`src/rtl/peripheral_msi_arbiter_pkg.sv`:
```
// Shared types and constants for the round-robin Wishbone arbiter.
`timescale 1ns/1ps
package peripheral_msi_arbiter_pkg;

  typedef enum logic [1:0] {
    IDLE  = 2'd0,
    GRANT = 2'd1,
    ABORT = 2'd2
  } arb_state_e;

  localparam logic [2:0] CTI_CLASSIC = 3'b000;
  localparam logic [2:0] CTI_INC     = 3'b010;
  localparam logic [2:0] CTI_EOB     = 3'b111;

  // Modular add for master indices: a + b wrapped into 0..n-1 (a, b < n).
  function automatic int wrap_add(input int a, input int b, input int n);
    int s;
    s = a + b;
    if (s >= n) begin
      s = s - n;
    end else begin
      s = s;
    end
    return s;
  endfunction

endpackage

```
`src/rtl/peripheral_msi_rr_select.sv`:
```
// Combinational round-robin picker: first request at or after ptr, wrapping upward.
`timescale 1ns/1ps
module peripheral_msi_rr_select
  import peripheral_msi_arbiter_pkg::*;
#(
  parameter int N  = 4,
  parameter int PW = $clog2(N)
) (
  input  logic [N-1:0]  req,
  input  logic [PW-1:0] ptr,
  output logic [N-1:0]  grant,
  output logic [PW-1:0] index,
  output logic          valid
);

  // Scan from the pointer; the first hit suppresses every later candidate.
  always_comb begin
    logic [PW-1:0] pos_s;
    logic          hit_s;
    grant = '0;
    index = '0;
    valid = 1'b0;
    pos_s = '0;
    hit_s = 1'b0;
    for (int k = 0; k < N; k++) begin
      pos_s        = PW'(wrap_add(int'(ptr), k, N));
      hit_s        = !valid && req[pos_s];
      grant[pos_s] = grant[pos_s] | hit_s;
      index        = hit_s ? pos_s : index;
      valid        = valid | hit_s;
    end
  end

endmodule

```
`src/rtl/peripheral_msi_arbiter_wb.sv`:
```
// Round-robin Wishbone B3 arbiter: NUM_MASTERS masters share one slave port,
// grant held for a whole CYC, optional watchdog forces ERR on stalled accesses.
`timescale 1ns/1ps
module peripheral_msi_arbiter_wb
  import peripheral_msi_arbiter_pkg::*;
#(
  parameter int NUM_MASTERS    = 4,
  parameter int AW             = 32,
  parameter int DW             = 32,
  parameter int TIMEOUT_CYCLES = 256
) (
  input  logic                        wb_clk_i,
  input  logic                        wb_rst_i,
  input  logic [NUM_MASTERS*AW-1:0]   wbm_adr_i,
  input  logic [NUM_MASTERS*DW-1:0]   wbm_dat_i,
  input  logic [NUM_MASTERS*DW/8-1:0] wbm_sel_i,
  input  logic [NUM_MASTERS-1:0]      wbm_we_i,
  input  logic [NUM_MASTERS-1:0]      wbm_cyc_i,
  input  logic [NUM_MASTERS-1:0]      wbm_stb_i,
  input  logic [NUM_MASTERS*3-1:0]    wbm_cti_i,
  input  logic [NUM_MASTERS*2-1:0]    wbm_bte_i,
  output logic [NUM_MASTERS*DW-1:0]   wbm_dat_o,
  output logic [NUM_MASTERS-1:0]      wbm_ack_o,
  output logic [NUM_MASTERS-1:0]      wbm_err_o,
  output logic [NUM_MASTERS-1:0]      wbm_rty_o,
  output logic [AW-1:0]               wbs_adr_o,
  output logic [DW-1:0]               wbs_dat_o,
  output logic [DW/8-1:0]             wbs_sel_o,
  output logic                        wbs_we_o,
  output logic                        wbs_cyc_o,
  output logic                        wbs_stb_o,
  output logic [2:0]                  wbs_cti_o,
  output logic [1:0]                  wbs_bte_o,
  input  logic [DW-1:0]               wbs_dat_i,
  input  logic                        wbs_ack_i,
  input  logic                        wbs_err_i,
  input  logic                        wbs_rty_i,
  output logic [NUM_MASTERS-1:0]      grant_o,
  output logic                        timeout_o
);

  localparam int PW     = $clog2(NUM_MASTERS);
  localparam int SW     = DW / 8;
  localparam int WW_RAW = $clog2(TIMEOUT_CYCLES + 1);
  localparam int WW     = (WW_RAW < 1) ? 1 : WW_RAW;
  localparam bit WD_EN  = (TIMEOUT_CYCLES != 0);
  localparam logic [WW-1:0] WD_LAST = WW'(WD_EN ? TIMEOUT_CYCLES - 1 : 0);

  arb_state_e             state_r, state_s;
  logic [NUM_MASTERS-1:0] grant_r, grant_s;
  logic [PW-1:0]          gidx_r, gidx_s;
  logic [PW-1:0]          ptr_r, ptr_s;
  logic [WW-1:0]          wdog_r, wdog_s;
  logic [NUM_MASTERS-1:0] sel_grant_s;
  logic [PW-1:0]          sel_idx_s;
  logic                   sel_valid_s;
  logic [PW-1:0]          next_ptr_s;
  logic                   gcyc_s, gstb_s, term_s, in_grant_s, in_abort_s;

  peripheral_msi_rr_select #(
    .N  (NUM_MASTERS),
    .PW (PW)
  ) u_rr_select (
    .req   (wbm_cyc_i),
    .ptr   (ptr_r),
    .grant (sel_grant_s),
    .index (sel_idx_s),
    .valid (sel_valid_s)
  );

  assign in_grant_s = (state_r == GRANT);
  assign in_abort_s = (state_r == ABORT);
  assign gcyc_s     = |(wbm_cyc_i & grant_r);
  assign gstb_s     = |(wbm_stb_i & grant_r);
  assign term_s     = wbs_ack_i | wbs_err_i | wbs_rty_i;
  assign next_ptr_s = PW'(wrap_add(int'(gidx_r), 1, NUM_MASTERS));

  // During ABORT the slave is idled while the master is told ERR.
  assign wbs_cyc_o = in_grant_s & gcyc_s;
  assign wbs_stb_o = wbs_cyc_o & gstb_s;
  assign wbm_ack_o = grant_r & {NUM_MASTERS{wbs_cyc_o & wbs_ack_i}};
  assign wbm_err_o = grant_r & {NUM_MASTERS{(wbs_cyc_o & wbs_err_i) | in_abort_s}};
  assign wbm_rty_o = grant_r & {NUM_MASTERS{wbs_cyc_o & wbs_rty_i}};
  assign wbm_dat_o = {NUM_MASTERS{wbs_dat_i}};
  assign grant_o   = grant_r;
  assign timeout_o = in_abort_s;

  // One-hot AND-OR mux of the granted master's request fields onto the slave.
  always_comb begin
    wbs_adr_o = '0;
    wbs_dat_o = '0;
    wbs_sel_o = '0;
    wbs_we_o  = 1'b0;
    wbs_cti_o = 3'b000;
    wbs_bte_o = 2'b00;
    for (int i = 0; i < NUM_MASTERS; i++) begin
      wbs_adr_o = wbs_adr_o | ({AW{grant_r[i]}} & wbm_adr_i[i*AW +: AW]);
      wbs_dat_o = wbs_dat_o | ({DW{grant_r[i]}} & wbm_dat_i[i*DW +: DW]);
      wbs_sel_o = wbs_sel_o | ({SW{grant_r[i]}} & wbm_sel_i[i*SW +: SW]);
      wbs_we_o  = wbs_we_o  | (grant_r[i] & wbm_we_i[i]);
      wbs_cti_o = wbs_cti_o | ({3{grant_r[i]}} & wbm_cti_i[i*3 +: 3]);
      wbs_bte_o = wbs_bte_o | ({2{grant_r[i]}} & wbm_bte_i[i*2 +: 2]);
    end
  end

  // Arbitration FSM and watchdog next-state logic.
  always_comb begin
    state_s = state_r;
    grant_s = grant_r;
    gidx_s  = gidx_r;
    ptr_s   = ptr_r;
    wdog_s  = '0;
    case (state_r)
      IDLE: begin
        if (sel_valid_s) begin
          state_s = GRANT;
          grant_s = sel_grant_s;
          gidx_s  = sel_idx_s;
        end else begin
          grant_s = '0;
        end
      end
      GRANT: begin
        if (!gcyc_s) begin
          state_s = IDLE;
          grant_s = '0;
          ptr_s   = next_ptr_s;
        end else if (WD_EN && wbs_stb_o && !term_s) begin
          // A termination on the expiry cycle takes the other branch, so it wins.
          if (wdog_r == WD_LAST) begin
            state_s = ABORT;
          end else begin
            wdog_s = wdog_r + WW'(1);
          end
        end else begin
          wdog_s = '0;
        end
      end
      ABORT: begin
        if (gcyc_s) begin
          state_s = GRANT;
        end else begin
          state_s = IDLE;
          grant_s = '0;
          ptr_s   = next_ptr_s;
        end
      end
      default: begin
        state_s = IDLE;
        grant_s = '0;
      end
    endcase
  end

  // State registers with synchronous reset.
  always_ff @(posedge wb_clk_i) begin
    if (wb_rst_i) begin
      state_r <= IDLE;
      grant_r <= '0;
      gidx_r  <= '0;
      ptr_r   <= '0;
      wdog_r  <= '0;
    end else begin
      state_r <= state_s;
      grant_r <= grant_s;
      gidx_r  <= gidx_s;
      ptr_r   <= ptr_s;
      wdog_r  <= wdog_s;
    end
  end

endmodule

```
`config.mk`:
```
export PLATFORM = sky130hd
export DESIGN_NAME = peripheral_msi_arbiter_wb
export DESIGN_NICKNAME = d
export VERILOG_FILES = /design/src/rtl/peripheral_msi_arbiter_pkg.sv /design/src/rtl/peripheral_msi_rr_select.sv /design/src/rtl/peripheral_msi_arbiter_wb.sv
export SDC_FILE = /design/constraint.sdc
export NUM_CORES = 1
export LEC_CHECK = 0
export ABC_AREA = 1
export BUFFER_PORTS_ARGS = -buffer_cell sky130_fd_sc_hd__buf_2
export CELL_PAD_IN_SITES_DETAIL_PLACEMENT = 1
export CELL_PAD_IN_SITES_GLOBAL_PLACEMENT = 1
export CORE_AREA = 2 2 217 219
export CTS_CLUSTER_DIAMETER = 120
export DETAILED_ROUTE_END_ITERATION = 6
export DIE_AREA = 0 0 219 221
export PLACE_DENSITY = 0.56
export SLEW_MARGIN = 10
export SYNTH_ARGS = -nofsm -noshare
export SYNTH_HDL_FRONTEND = slang
export SYNTH_SLANG_ARGS = --single-unit
```
`constraint.sdc`:
```
create_clock -name wb_clk_i -period 3.9 [get_ports wb_clk_i]
set_input_delay 0.195 -clock wb_clk_i [delete_from_list [all_inputs] [get_ports wb_clk_i]]
set_output_delay 0.195 -clock wb_clk_i [all_outputs]
set_load 0.005 [all_outputs]
```
# Word level (Yosys, flattened, before mapping)
# Cells that the tools add are included.
dict set report word_totals {
  register_bits 19
  inputBits 341
  out_inout_bits 221
}
dict set report classes {
  addsub 10
  order_cmp 13
  eq_ne 7
  muxes 45
  bitwise_logic 66
  n_reduce_logical 20
}
# operator count
set ops {}
lappend ops {{$and 32x32->32} 8}
lappend ops {{$or 32x32->32} 6}
lappend ops {{$and 4x4->4} 10}
lappend ops {{$mux 2} 13}
lappend ops {{$bmux 1 s2} 8}
lappend ops {{$mux 1} 13}
lappend ops {{$or 1x1->1} 13}
lappend ops {{$and 3x3->3} 4}
lappend ops {{$bwmux 4} 3}
lappend ops {{$ge 3x3->1 const B} 4}
lappend ops {{$lt 2x3->1 const B} 4}
lappend ops {{$or 4x4->4} 3}
lappend ops {{$sub 2x1->2 const B} 5}
lappend ops {{$add 9x1->9 const B} 1}
lappend ops {{$and 1x1->1} 9}
lappend ops {{$eq 9x8->1 const B} 1}
lappend ops {{$or 3x3->3} 3}
lappend ops {{$and 2x2->2} 4}
lappend ops {{$demux 1 s2} 4}
lappend ops {{$ge 2x1->1 const B} 4}
lappend ops {{$logic_and 1x1->1} 8}
lappend ops {{$mux 4} 2}
lappend ops {{$pmux 4 s2} 1}
lappend ops {{$reduce_or 4->1} 2}
lappend ops {{other kinds (16)} 28}

# Logic depth before layout (Yosys ltp)
# Gate-level depths: netlist of the first run.
dict set report logic_depth {
  depth_word 21
  depth_mapped 18
  ltp_nobuf 18
}

# Hierarchy
# From an unflattened synthesis of the first run, not the netlist that was laid out.
dict set report unflattened {
  cells_unflattened 775
  hier_area_um2 4230.3
}
# module n_inst cells_per_inst area_per_inst_um2
set modules_own_cells {}
lappend modules_own_cells {peripheral_msi_arbiter_wb 1 669 3667.3}
lappend modules_own_cells {peripheral_msi_rr_select 1 106 563.0}

# Worst setup path after synthesis of the first run
# No wires, ideal clock.
dict set report synth_path {
  path_type {register to register}
  start {register ptr_r[1]}
  end {register grant_r[0], in the netlist grant_o[0]}
  t_arrival_ps 2139
  required_time_ps 3784
  path_slack_ps 1645
  path_stages_with_launch 17
  synth_period_minus_slack_ps 2255
  cell_sequence {dfxtp_1 bufinv_8 ha_1 inv_1 nand3_1 nand2_2 nand3_1 nand3_1 nand3_2 nand2_2 nand3_1 nand3_1 nand3_2 nand2_2 nand3_1 nand2_1 a21oi_1}
}
dict set report synth_between {
  elab_chain_len 21
  word_cells_on_any_way 70
}
# item line_no
set synth_lines {}
lappend synth_lines {{from (decl)} peripheral_msi_arbiter_wb.sv:52} ;# logic [PW-1:0] ptr_r, ptr_s;
lappend synth_lines {{from (signal assigned)} peripheral_msi_arbiter_wb.sv:167} ;# ptr_r <= ptr_s;
lappend synth_lines {{$ge 2x3->1 or $sub 2x1->2 (tied branches)} {peripheral_msi_arbiter_pkg.sv:19, peripheral_msi_arbiter_pkg.sv:20}}
lappend synth_lines {{$mux 2} peripheral_msi_arbiter_pkg.sv:19} ;# if (s >= n) begin
lappend synth_lines {{$lt 2x3->1 (not written as such) or $ge 2x1->1 (tied branches)} peripheral_msi_rr_select.sv:28} ;# grant[pos_s] = grant[pos_s] | hit_s;
lappend synth_lines {{$logic_and 1x1->1 (not written as such)} peripheral_msi_rr_select.sv:28}
lappend synth_lines {{$mux 1 (not written as such)} peripheral_msi_rr_select.sv:28}
lappend synth_lines {{$demux 1 s2} -}
lappend synth_lines {{$and 4x4->4 (no line)} -}
lappend synth_lines {{$bmux 1 s2} peripheral_msi_rr_select.sv:28}
lappend synth_lines {{[... 5 more ...]} -}
lappend synth_lines {{$or 1x1->1} peripheral_msi_rr_select.sv:28}
lappend synth_lines {{$bwmux 4} peripheral_msi_rr_select.sv:28}
lappend synth_lines {{$bmux 1 s2} peripheral_msi_rr_select.sv:28}
lappend synth_lines {{$mux 1 (not written as such)} peripheral_msi_rr_select.sv:28}
lappend synth_lines {{$or 1x1->1} peripheral_msi_rr_select.sv:28}
lappend synth_lines {{$bwmux 4} peripheral_msi_rr_select.sv:28}
lappend synth_lines {{$mux 4 (*)} peripheral_msi_arbiter_wb.sv:115} ;# if (sel_valid_s) begin
lappend synth_lines {{$pmux 4 s2 (*)} peripheral_msi_arbiter_wb.sv:113} ;# case (state_r)
lappend synth_lines {{to (signal assigned)} peripheral_msi_arbiter_wb.sv:165} ;# grant_r <= grant_s;
lappend synth_lines {{to (decl)} peripheral_msi_arbiter_wb.sv:50} ;# logic [NUM_MASTERS-1:0] grant_r, grant_s;
# Mark *: on every way between the ends. The rest lies on a longest branch, timed or not. The select of a mux whose other input is x is not followed.
# A chain may end at the register's enable or synchronous reset.

# Worst setup path after layout of the first run
dict set report layout_path {
  start {register ptr_r[1]}
  end {register grant_r[1], in the netlist grant_o[1]}
}
# The elaborated chain is that of the path after synthesis.

==> results of run 1 <==
## worst register-to-register path, delay by kind of cell, from the launching register on
kind	cells	cell delay (ps)
buf+inv	2	450
flops	1	540
fa+ha+maj	1	380
simple gates	12	1180
compound gates	1	60
## worst min path at each step
stage / end / slack [ps] / depth (start not counted)
final: grant_o[0] / 210 / 2
after global routing: state_r[0] / 230 / 2
after CTS: grant_o[0] / 210 / 2
after detailed placement: wbm_dat_o[48] / 390 / 0
after global placement: wbm_dat_o[48] / 390 / 0
after floorplan: grant_o[0] / 260 / 1
## Yosys cell counts, drive strengths merged
cell type / n
xnor2: 1
nor3: 2
nor3b: 3
buf: 133
xor2: 1
a21oi: 18
o22ai: 2
dfxtp: 19
clkinv: 1
o2111ai: 1
nand2: 346
ha: 14
bufinv: 2
nand3: 39
o21ai: 17
a22o: 1
clkbuf: 28
nor2: 33
a31o: 1
inv: 37
nand4: 75
## layer usage
layer / wire length, um / up-vias
met2: 12100 / 335
li1: - / 2870
met3: 2000 / 64
met1: 9160 / 2689
met5: 14 / -
met4: 994 / 2
## state kept, by name, summed over array words and instances (netlist names)
signal / count
gidx_r: 2
grant_o: 4
ptr_r: 2
state_r: 2
wdog_r: 9
## stage by stage
stage,cells,setup WS [ps]
global route,1630,973
CTS,1630,1200
finish,1631,1190
detailed placement,1626,1210
global placement,1626,1260
floorplan,774,1640
## cells by family (layout without fill, tap and decap cells)
family	count (synthesis)	in the layout
simple gates	498	498
fa+ha+maj	14	14
buf+inv	201	450
xor+xnor	2	2
other cells	0	1
compound gates	40	40
flops	19	19
## area by class of cell
cell class | instances | area (um2) | share of cell area (%)
timing repair buffer | 406 | 2040 | 33.8
tap | 607 | 759 | 12.5
antenna | 1 | 2.50 | 0.0413
clock buffer | 3 | 75.1 | 1.24
clock inverter | 1 | 5.00 | 0.0827
sequential | 19 | 395 | 6.53
multi-input combinational | 554 | 2580 | 42.6
inverter | 40 | 193 | 3.18
## power by group through the flow
stage / clock [mW] / sequential, mW / combinational (mW)
6_report: 0.212 / 0.383 / 2.02
5_1_grt: 0.231 / 0.403 / 2.27
4_1_cts: 0.220 / 0.395 / 2.05
3_5_place_dp: 0 / 0.399 / 2.04
3_3_place_gp: 0 / 0.398 / 2.04
2_1_floorplan: 0 / 0.270 / 1.32
==> flow_summary.ini, run 1 <==
[clock_tree]
path_clk_slew_ps = 50
worst_skew_pair.late_latency_ps = 250
htreeDepth = 1
clk_path_buf_depth = 2
cts_sinks = 19
post_cts_buffers = 0
cts_resized = 0
numCtsBuffers = 3
clockRootBuffer = clkbuf_16
cts_tree = built
hold_buffers = 0

[grt]
first_global_vias = 6098
grt.overflow.total = 0
grt_max_degree = 50
top_usage_layer = met2
grt_pass1_wl_um = 34500
grt_use_met3_pct = 1.75
grtUsageTotal_pct = 9.24
met2_usage_pct = 17.5
antenna_found_initial = 1
gr-usage-met1_pct = 9.88

[placement]
dpl-instance-area_mm2 = 0.00597
dp_hpwl_um = 20700
port_buffers = 401
gp_congestion = 0.868

[worst_setup_path]
crit_path_frequent_cell = nand3_1
slowest_delay_ps = 540
crit_type = reg2reg
reg2reg_depth = 16
critPathLaunch = ptr_r[1]
r2r_slack_ps = 1190
crit_fanout = 9
start_kind = flop
crit_required_ps = 4030
cp_top_family = simple AND/OR/NAND/NOR gates
cp_cell_sequence = bufinv_8 > ha_1 > inv_1 > nand3_1 > nand2_2 > nand3_1 > nand3_1 > nand3_1 > nand2_2 > nand3_1 > nand3_1 > nand3_1 > nand2_2 > nand3_1 > nand2_1 > a21oi_1
worstReg2RegEnd = grant_o[1]
crit_end = grant_o[1]
critical_path_buf_inv_count = 2
crit_arrival_ps = 2840
worstSetupPathDepth = 16
cp-end-kind = flop
crit_slowest_cell = dfxtp_1
r2r-start = ptr_r[1]

[routing]
final_antenna_net_count = 0
wire_per_inst_um = 14.9
first_pass_iters = 4
drcViolationCount = 0
viasPerCell = 3.65
drt_wl_total_um = 24300
num_vias = 5960
drt_iter0_drc = 214

[logic_synthesis]
synth_seq_cells = 19
synthCells = 774
synth.yosys.warnings = 0
synth_top_family_by_area = simple AND/OR/NAND/NOR gates
synth_fa_ha_area_share_pct = 4.13
yosys.area.top_type = nand2_1
muxShareOfSynthArea_pct = 0
synth-compound-area-share_pct = 5.13
synthSimpleGateAreaFrac_pct = 51.1
syn_nets = 1129
syn_avg_cell_area_um2 = 5.48
synth.distinct_cells = 32
syn_area_mm2 = 0.00425
ys_seq_area_share_pct = 8.96
synth_top_area_share_pct = 30.1
synthTopCellsByArea = nand2_1, buf_4, nand4_1
synthXorXnorAreaFrac_pct = 0.413

[die]
chipHeight_um = 221
initial_core_util_pct = 9.22
rows = 79
dieArea_mm2 = 0.0484
core_region_area_mm2 = 0.0461
ioPinCount = 562
die-width_um = 219

[cells_and_area]
final_cell_mix = buf_2, nand2_1, nand4_1
drive_above_1_share_pct = 43.2
fin_area_mm2 = 0.00605
nNetsFinal = 1379
layout_commonest_cell = buf_2
post-route-util_pct = 13.1
syn_to_final_growth_pct = 42.6
nFillCells = 5895

[power]
power.total_mw = 2.62
pwr-share-clk_pct = 8.1
p_switching_mw = 1.43
peakVddDrop_v = 0.000186
p_comb_share_pct = 77.3
powerDensity_mw_per_mm2 = 432
p_int_mw = 1.18
leakage_nw = 3.01
p_sw_share_pct = 54.9
p_seq_share_pct = 14.6

[timing]
setup_tns_ps = 0
tightest_slew_ps = 623
period_needed_ps = 2710
slew_headroom_pct = 58.5
drv_slew = 0
fmax_ghz = 0.369
fin_worst_skew_ps = 8.21
rsz0062_at_grt = no
worst_hold_slack_ps = 208
setup_viol = 0
hold_viol = 0
timing.final.crit_share_pct = 69.5

[job]
cap_violations = 0

[min_path]
hp-class = in2reg
worstHoldStart = wb_rst_i

[status]
status = completed
Note: power is estimated with default switching activity, not from simulation.
==> run 2: changes to the inputs <==
--- a/config.mk
+++ b/config.mk
@@ -5,15 +5,15 @@
 export SDC_FILE = /design/constraint.sdc
 export NUM_CORES = 1
 export LEC_CHECK = 0
-export ABC_AREA = 1
+export ABC_AREA = 0
 export BUFFER_PORTS_ARGS = -buffer_cell sky130_fd_sc_hd__buf_2
 export CELL_PAD_IN_SITES_DETAIL_PLACEMENT = 1
 export CELL_PAD_IN_SITES_GLOBAL_PLACEMENT = 1
-export CORE_AREA = 2 2 217 219
+export CORE_AREA = 2 2 220 222
 export CTS_CLUSTER_DIAMETER = 120
 export DETAILED_ROUTE_END_ITERATION = 6
-export DIE_AREA = 0 0 219 221
-export PLACE_DENSITY = 0.56
+export DIE_AREA = 0 0 222 224
+export PLACE_DENSITY = 0.54
 export SLEW_MARGIN = 10
 export SYNTH_ARGS = -nofsm -noshare
 export SYNTH_HDL_FRONTEND = slang
==> constraint.sdc (replaced) <==
create_clock -name wb_clk_i -period 2.2 [get_ports wb_clk_i]
set_input_delay 0.11 -clock wb_clk_i [delete_from_list [all_inputs] [get_ports wb_clk_i]]
set_output_delay 0.11 -clock wb_clk_i [all_outputs]
set_load 0.005 [all_outputs]
==> run 2 against run 1 <==
  * The run now ends with setup timing left
  * Critical path depth fell by 6
  * Routed wire length rose by 10%
  * Cell area increased by 7.0%
  * Maximum frequency down 1.5%
  * Sequential power rose by 44%
  * Register-to-register slack got worse by 1700 ps
  * Final cell count shrank 9.3%
  * Combinational power rose to 3.1 times the previous value
  * Power grew to 2.7 times the previous value
  * Via count is 6.7% lower
  * Global-route usage is 0.78 points higher
  * Critical endpoint is now grant_o[3]
==> flow_summary.ini, run 2 <==
[placement]
dpl-instance-area_mm2 = 0.00623
gp_congestion = 0.764
dp_hpwl_um = 22100
port_buffers = 401
pre_cts_ws_ps = -560

[worst_setup_path]
cp-end-kind = flop
r2r_slack_ps = -550
crit_arrival_ps = 2890
crit_fanout = 4
r2r-start = ptr_r[0]
worstReg2RegEnd = grant_o[3]
crit_type = reg2reg
reg2reg_depth = 10
start_kind = flop
crit_required_ps = 2340

[cells_and_area]
nFillCells = 5835
drive_above_1_share_pct = 56.8
top_register = wdog_r
layout_commonest_cell = buf_2
fin_area_mm2 = 0.00648
largest_reg_flops = 9
nNetsFinal = 1218
syn_to_final_growth_pct = 55.2
final_cell_mix = buf_2, a22oi_1, nand2_1

[grt]
grt.overflow.total = 0
antenna_found_initial = 6
gr-usage-met1_pct = 12.0
grtUsageTotal_pct = 10.0
grt_pass1_wl_um = 37900
grt_use_met3_pct = 2.65
first_global_vias = 5780
met2_usage_pct = 17.5
top_usage_layer = met2
grt_max_degree = 79

[min_path]
holdPathStages = 2
hp-class = in2reg
min_to = gidx_r[0]
worstHoldStart = wb_rst_i

[clock_tree]
clockRootBuffer = clkbuf_16
path_clk_slew_ps = 60
worst_skew_pair.late_latency_ps = 250
clk_path_buf_depth = 2
numCtsBuffers = 3
cts_tree = built
hold_buffers = 0
cts_sinks = 19
htreeDepth = 1

[die]
initial_core_util_pct = 8.82
rows = 80
die-width_um = 222
core_region_area_mm2 = 0.0473
chipHeight_um = 224
dieArea_mm2 = 0.0497
ioPinCount = 562

[timing]
worst_hold_slack_ps = 173
fin_worst_skew_ps = 2.03
fin_ws_ps = -551
hold_viol = 0
period_needed_ps = 2750
rsz0062_at_grt = yes
tightest_slew_ps = 606
setup_viol = 8
drv_slew = 0
timing.final.crit_share_pct = 125
slew_headroom_pct = 59.6
fmax_ghz = 0.363

[logic_synthesis]
yosys.area.top_type = a22oi_1
async_reset_ff_share_pct = 0
syn_nets = 933
ys_top_cells_by_count = a22oi_1, buf_4, nand2_1
synth_seq_cells = 19
ys_seq_area_share_pct = 9.11
synthFlopType = dfxtp_1
syn_area_mm2 = 0.00418
synth.yosys.warnings = 0
synth.distinct_cells = 51
synth_top_area_share_pct = 27.5
synthTopCellsByArea = a22oi_1, buf_4, dfxtp_1
syn_avg_cell_area_um2 = 7.23
synth.most_common_cell = a22oi_1
synth_edf_count = 0
synthCells = 578

[routing]
wire_per_inst_um = 18.1
num_vias = 5560
drcViolationCount = 0
viasPerCell = 3.76
drt_wl_total_um = 26800
final_antenna_net_count = 0
drt_iter0_drc = 217
first_pass_iters = 5

[power]
peakVddDrop_v = 0.000582
leakage_nw = 3.30
powerDensity_mw_per_mm2 = 1100
power.total_mw = 7.11

[status]
status = complete, but fails checks
violations = setup timing

[job]
cap_violations = 0
-- run 2: worst max-delay path by stage --
stage              from         end  slack, ps  cells past startpoint
2_1_floorplan  ptr_r[0]  grant_o[1]       -840                     12
3_3_place_gp   ptr_r[0]  grant_o[1]       -520                      9
3_5_place_dp   ptr_r[1]  grant_o[2]       -560                     10
4_1_cts        ptr_r[0]  grant_o[2]       -530                      9
5_1_grt        ptr_r[1]  grant_o[1]       -630                     10
6_report       ptr_r[0]  grant_o[3]       -550                     10
-- run 2: cell type report --
type	count	area [um2]	share of cell area (%)
inverter	9	41.3	0.637
timing repair buffer	450	2440	37.7
clock inverter	1	5.00	0.0772
sequential	19	400	6.18
antenna	2	5.00	0.0772
multi-input combinational	380	2740	42.3
clock buffer	3	75.1	1.16
tap	615	769	11.9
-- run 2: critical path, cell delays in order (launching register included) --
cell and delay [ps]:
dfxtp_4 380, inv_8 40, ha_4 260, mux4_2 520
or3_4 350, o32a_1 330, o311ai_4 90, buf_6 170
mux2i_1 80, a32o_2 240, a31o_1 190
-- run 2: timing repair --
item,CTS,global route
resized for setup,16,11
setup endpoints to repair,11,11
pin swaps,7,5
buffers inserted,2,5
hold endpoints to repair,0,0
-- run 2: per-stage QoR --
stage          util, %  setup TNS (ps)  std cells
2_1_floorplan        -           -4410        578
3_3_place_gp      13.2           -2420       1466
3_5_place_dp      13.2           -2780       1466
4_1_cts           13.5           -2350       1472
5_1_grt           13.7           -3620       1479
6_report          13.7           -2890       1479
-- run 2: power breakdown --
group	internal [mW]	total [mW]	switching, mW
logic	2.69	6.17	3.48
registers	0.437	0.551	0.114
clock network	0.244	0.390	0.145
total	3.37	7.11	3.74
-- run 2: cell families after synthesis --
group           synth area share (%)
simple gates                    16.6
fa+ha+maj                       4.19
mux                             5.54
buf+inv                         27.9
flops                           9.11
compound gates                  35.2
xor+xnor                        1.47
-- run 2: per-layer routing --
layer	routed length, um	share of wire [%]	vias up
met1	11000	41	2640
met4	750	2.8	6
met5	27	0.10	-
met3	1890	7.1	32
li1	-	-	2578
met2	13200	49	304
==> run 3: changes to the inputs <==
--- a/config.mk
+++ b/config.mk
@@ -9,12 +9,13 @@
 export BUFFER_PORTS_ARGS = -buffer_cell sky130_fd_sc_hd__buf_2
 export CELL_PAD_IN_SITES_DETAIL_PLACEMENT = 1
 export CELL_PAD_IN_SITES_GLOBAL_PLACEMENT = 1
-export CORE_AREA = 2 2 220 222
+export CORE_AREA = 2 2 221 223
 export CTS_CLUSTER_DIAMETER = 120
 export DETAILED_ROUTE_END_ITERATION = 6
-export DIE_AREA = 0 0 222 224
+export DIE_AREA = 0 0 223 225
 export PLACE_DENSITY = 0.54
 export SLEW_MARGIN = 10
 export SYNTH_ARGS = -nofsm -noshare
 export SYNTH_HDL_FRONTEND = slang
+export SYNTH_HIERARCHICAL = 1
 export SYNTH_SLANG_ARGS = --single-unit
==> run 3 against run 2 <==
  * The flow still finishes with violations (setup timing)
  * Critical path type unchanged
  * Largest cell class unchanged
  * Combinational power fell by 14%
  * Sequential share of layout area about the same
  * Highest routed layer is now met4
  * Worst setup slack worse by 94 ps
  * Via count is 0.83% lower
  * Die area increased by 0.90%
==> flow_summary.ini, run 3 <==
[routing]
wire_per_inst_um = 15.6
final_antenna_net_count = 0
viasPerCell = 3.74
num_vias = 5514
drt_iter0_drc = 244
first_pass_iters = 4
drcViolationCount = 0
drt_wl_total_um = 23100

[timing]
tightest_slew_ps = 530
setup_viol = 8
period_needed_ps = 2850
timing.final.crit_share_pct = 129
setup_tns_ps = -3510
fin_worst_skew_ps = 4.74
drv_slew = 0
slew_headroom_pct = 64.7
fin_ws_ps = -646
fmax_ghz = 0.351
hold_viol = 0
rsz0062_at_grt = yes

[grt]
grt_pass1_wl_um = 33000
grtUsageTotal_pct = 8.38
grt_max_degree = 46
grt.overflow.total = 0
antenna_found_initial = 1
first_global_vias = 5660

[worst_setup_path]
slowest_delay_ps = 510
cp_cell_sequence = clkinvlp_4 > ha_4 > mux4_2 > mux2_4 > a21oi_2 > o32ai_2 > a211oi_2 > a31oi_1 > and3_1 > mux2i_1 > nor2_1
start_kind = flop
crit_slowest_cell = mux4_2
r2r_slack_ps = -650
reg2reg_depth = 11
worstReg2RegEnd = grant_o[0]
cp-end-kind = flop
crit_required_ps = 2330
crit_type = reg2reg
crit_arrival_ps = 2980
crit_fanout = 5
r2r-start = ptr_r[0]

[logic_synthesis]
synthCells = 581
yosys.area.top_type = a22oi_1
synth.yosys.warnings = 6
synth.distinct_cells = 55
syn_area_mm2 = 0.00419
synthFlopType = dfxtp_1
synth_seq_cells = 19
synth_top_area_share_pct = 26.9
syn_nets = 932
synth.most_common_cell = a22oi_1
syn_avg_cell_area_um2 = 7.21
ys_seq_area_share_pct = 9.08
synth_edf_count = 0
ys_top_cells_by_count = a22oi_1, buf_4, nand2_1
async_reset_ff_share_pct = 0
synthTopCellsByArea = a22oi_1, buf_4, dfxtp_1

[power]
powerDensity_mw_per_mm2 = 974
peakVddDrop_v = 0.000306
leakage_nw = 3.28
power.total_mw = 6.27

[clock_tree]
clockRootBuffer = clkbuf_16
cts_sinks = 19
numCtsBuffers = 3
clk_path_buf_depth = 2
cts_tree = built
path_clk_slew_ps = 60
worst_skew_pair.late_latency_ps = 250
htreeDepth = 1

[die]
die-width_um = 223
ioPinCount = 562
initial_core_util_pct = 8.81
rows = 80
core_region_area_mm2 = 0.0475
chipHeight_um = 225
dieArea_mm2 = 0.0502

[status]
status = complete, but fails checks
violations = setup timing

[job]
cap_violations = 0

[cells_and_area]
fin_area_mm2 = 0.00643
nFillCells = 5861
syn_to_final_growth_pct = 53.5
layout_commonest_cell = buf_2
largest_reg_flops = 9
top_register = wdog_r
final_cell_mix = buf_2, a22oi_1, nand2_1
nNetsFinal = 1212
drive_above_1_share_pct = 57.3

[placement]
gp_congestion = 0.738
port_buffers = 401
dpl-instance-area_mm2 = 0.00621
dp_hpwl_um = 19500

[min_path]
hp-class = in2reg
min_to = ptr_r[1]
worstHoldStart = wb_rst_i
holdPathStages = 2
run 3: cell types whose count changed in the layout (fill, tap and decap cells not counted), sizes merged, moves of 3 or more:
cell    delta
ha         -4
a22o       -5
or2        -3
nor2b      -6
and3       +5
a21boi     +3
buf        -3
nor2       +3
a311oi     +4
a31oi      +6
a32o       -4
nand2      +3
run 3: routing by layer:
metal  GRT usage, %  up-vias  routed length (um)
li1               -     2583                   -
met1           9.44     2522                8890
met2           14.8      380               11200
met3           2.86       29                2230
met4           2.68        0                 718
met5          0.293        -                   0
run 3: worst max-delay path: cells and delay by family, from the launching register on:
| family | cells | cell delay (ps) |
|---|---|---|
| adder cells (fa/ha/maj) | 1 | 290 |
| multiplexers | 3 | 970 |
| buffers and inverters | 1 | 120 |
| AND/OR/NAND/NOR | 2 | 210 |
| flip-flops | 1 | 360 |
| AO/OA/AOI/OAI | 4 | 780 |
run 3: repair_timing:
action / in CTS / in global routing
pin swaps: 1 / 3
cloned: 1 / 0
endpoints found under the setup margin: 7 / 8
resized for setup: 11 / 7
setup buffers: 2 / 2
hold buffers: 0 / 0
run 3: area by class of cell:
type	count	area (um2)	area share, %
timing repair buffer	447	2380	37.0
tap	615	769	12.0
clock buffer	4	78.8	1.23
sequential	19	397	6.17
antenna	1	2.50	0.0389
inverter	9	37.5	0.584
multi-input combinational	381	2770	43.0
run 3: per-stage QoR:
stage	utilization (%)	setup slack [ps]	cells	hold WS [ps]
3_5_place_dp	13.1	-650	1466	220
5_1_grt	13.5	-792	1476	216
4_1_cts	13.4	-652	1473	198
6_report	13.5	-646	1476	209
3_3_place_gp	13.1	-586	1466	220
2_1_floorplan	-	-649	581	294
run 3: cell families after synthesis:
| group | Yosys count | share of synthesized area, % |
|---|---|---|
| flip-flops | 19 | 9.08 |
| XOR/XNOR | 7 | 1.46 |
| AND/OR/NAND/NOR | 152 | 16.6 |
| AO/OA/AOI/OAI | 195 | 36.0 |
| buffers and inverters | 182 | 28.2 |
| adder cells (fa/ha/maj) | 10 | 2.99 |
| multiplexers | 16 | 5.70 |
run 3: how the worst max path moves through the flow:
stage / startpoint / to / cells after the start
after detailed placement: ptr_r[0] / grant_o[0] / 11
after global routing: ptr_r[0] / grant_o[1] / 11
after global placement: ptr_r[0] / grant_o[2] / 11
after floorplan: ptr_r[0] / grant_o[3] / 12
after CTS: ptr_r[0] / grant_o[0] / 11
final: ptr_r[0] / grant_o[0] / 11
run 3: power breakdown:
group	switching (mW)	total [mW]	internal [mW]
logic	2.92	5.32	2.40
clock network	0.132	0.378	0.247
registers	0.144	0.572	0.428
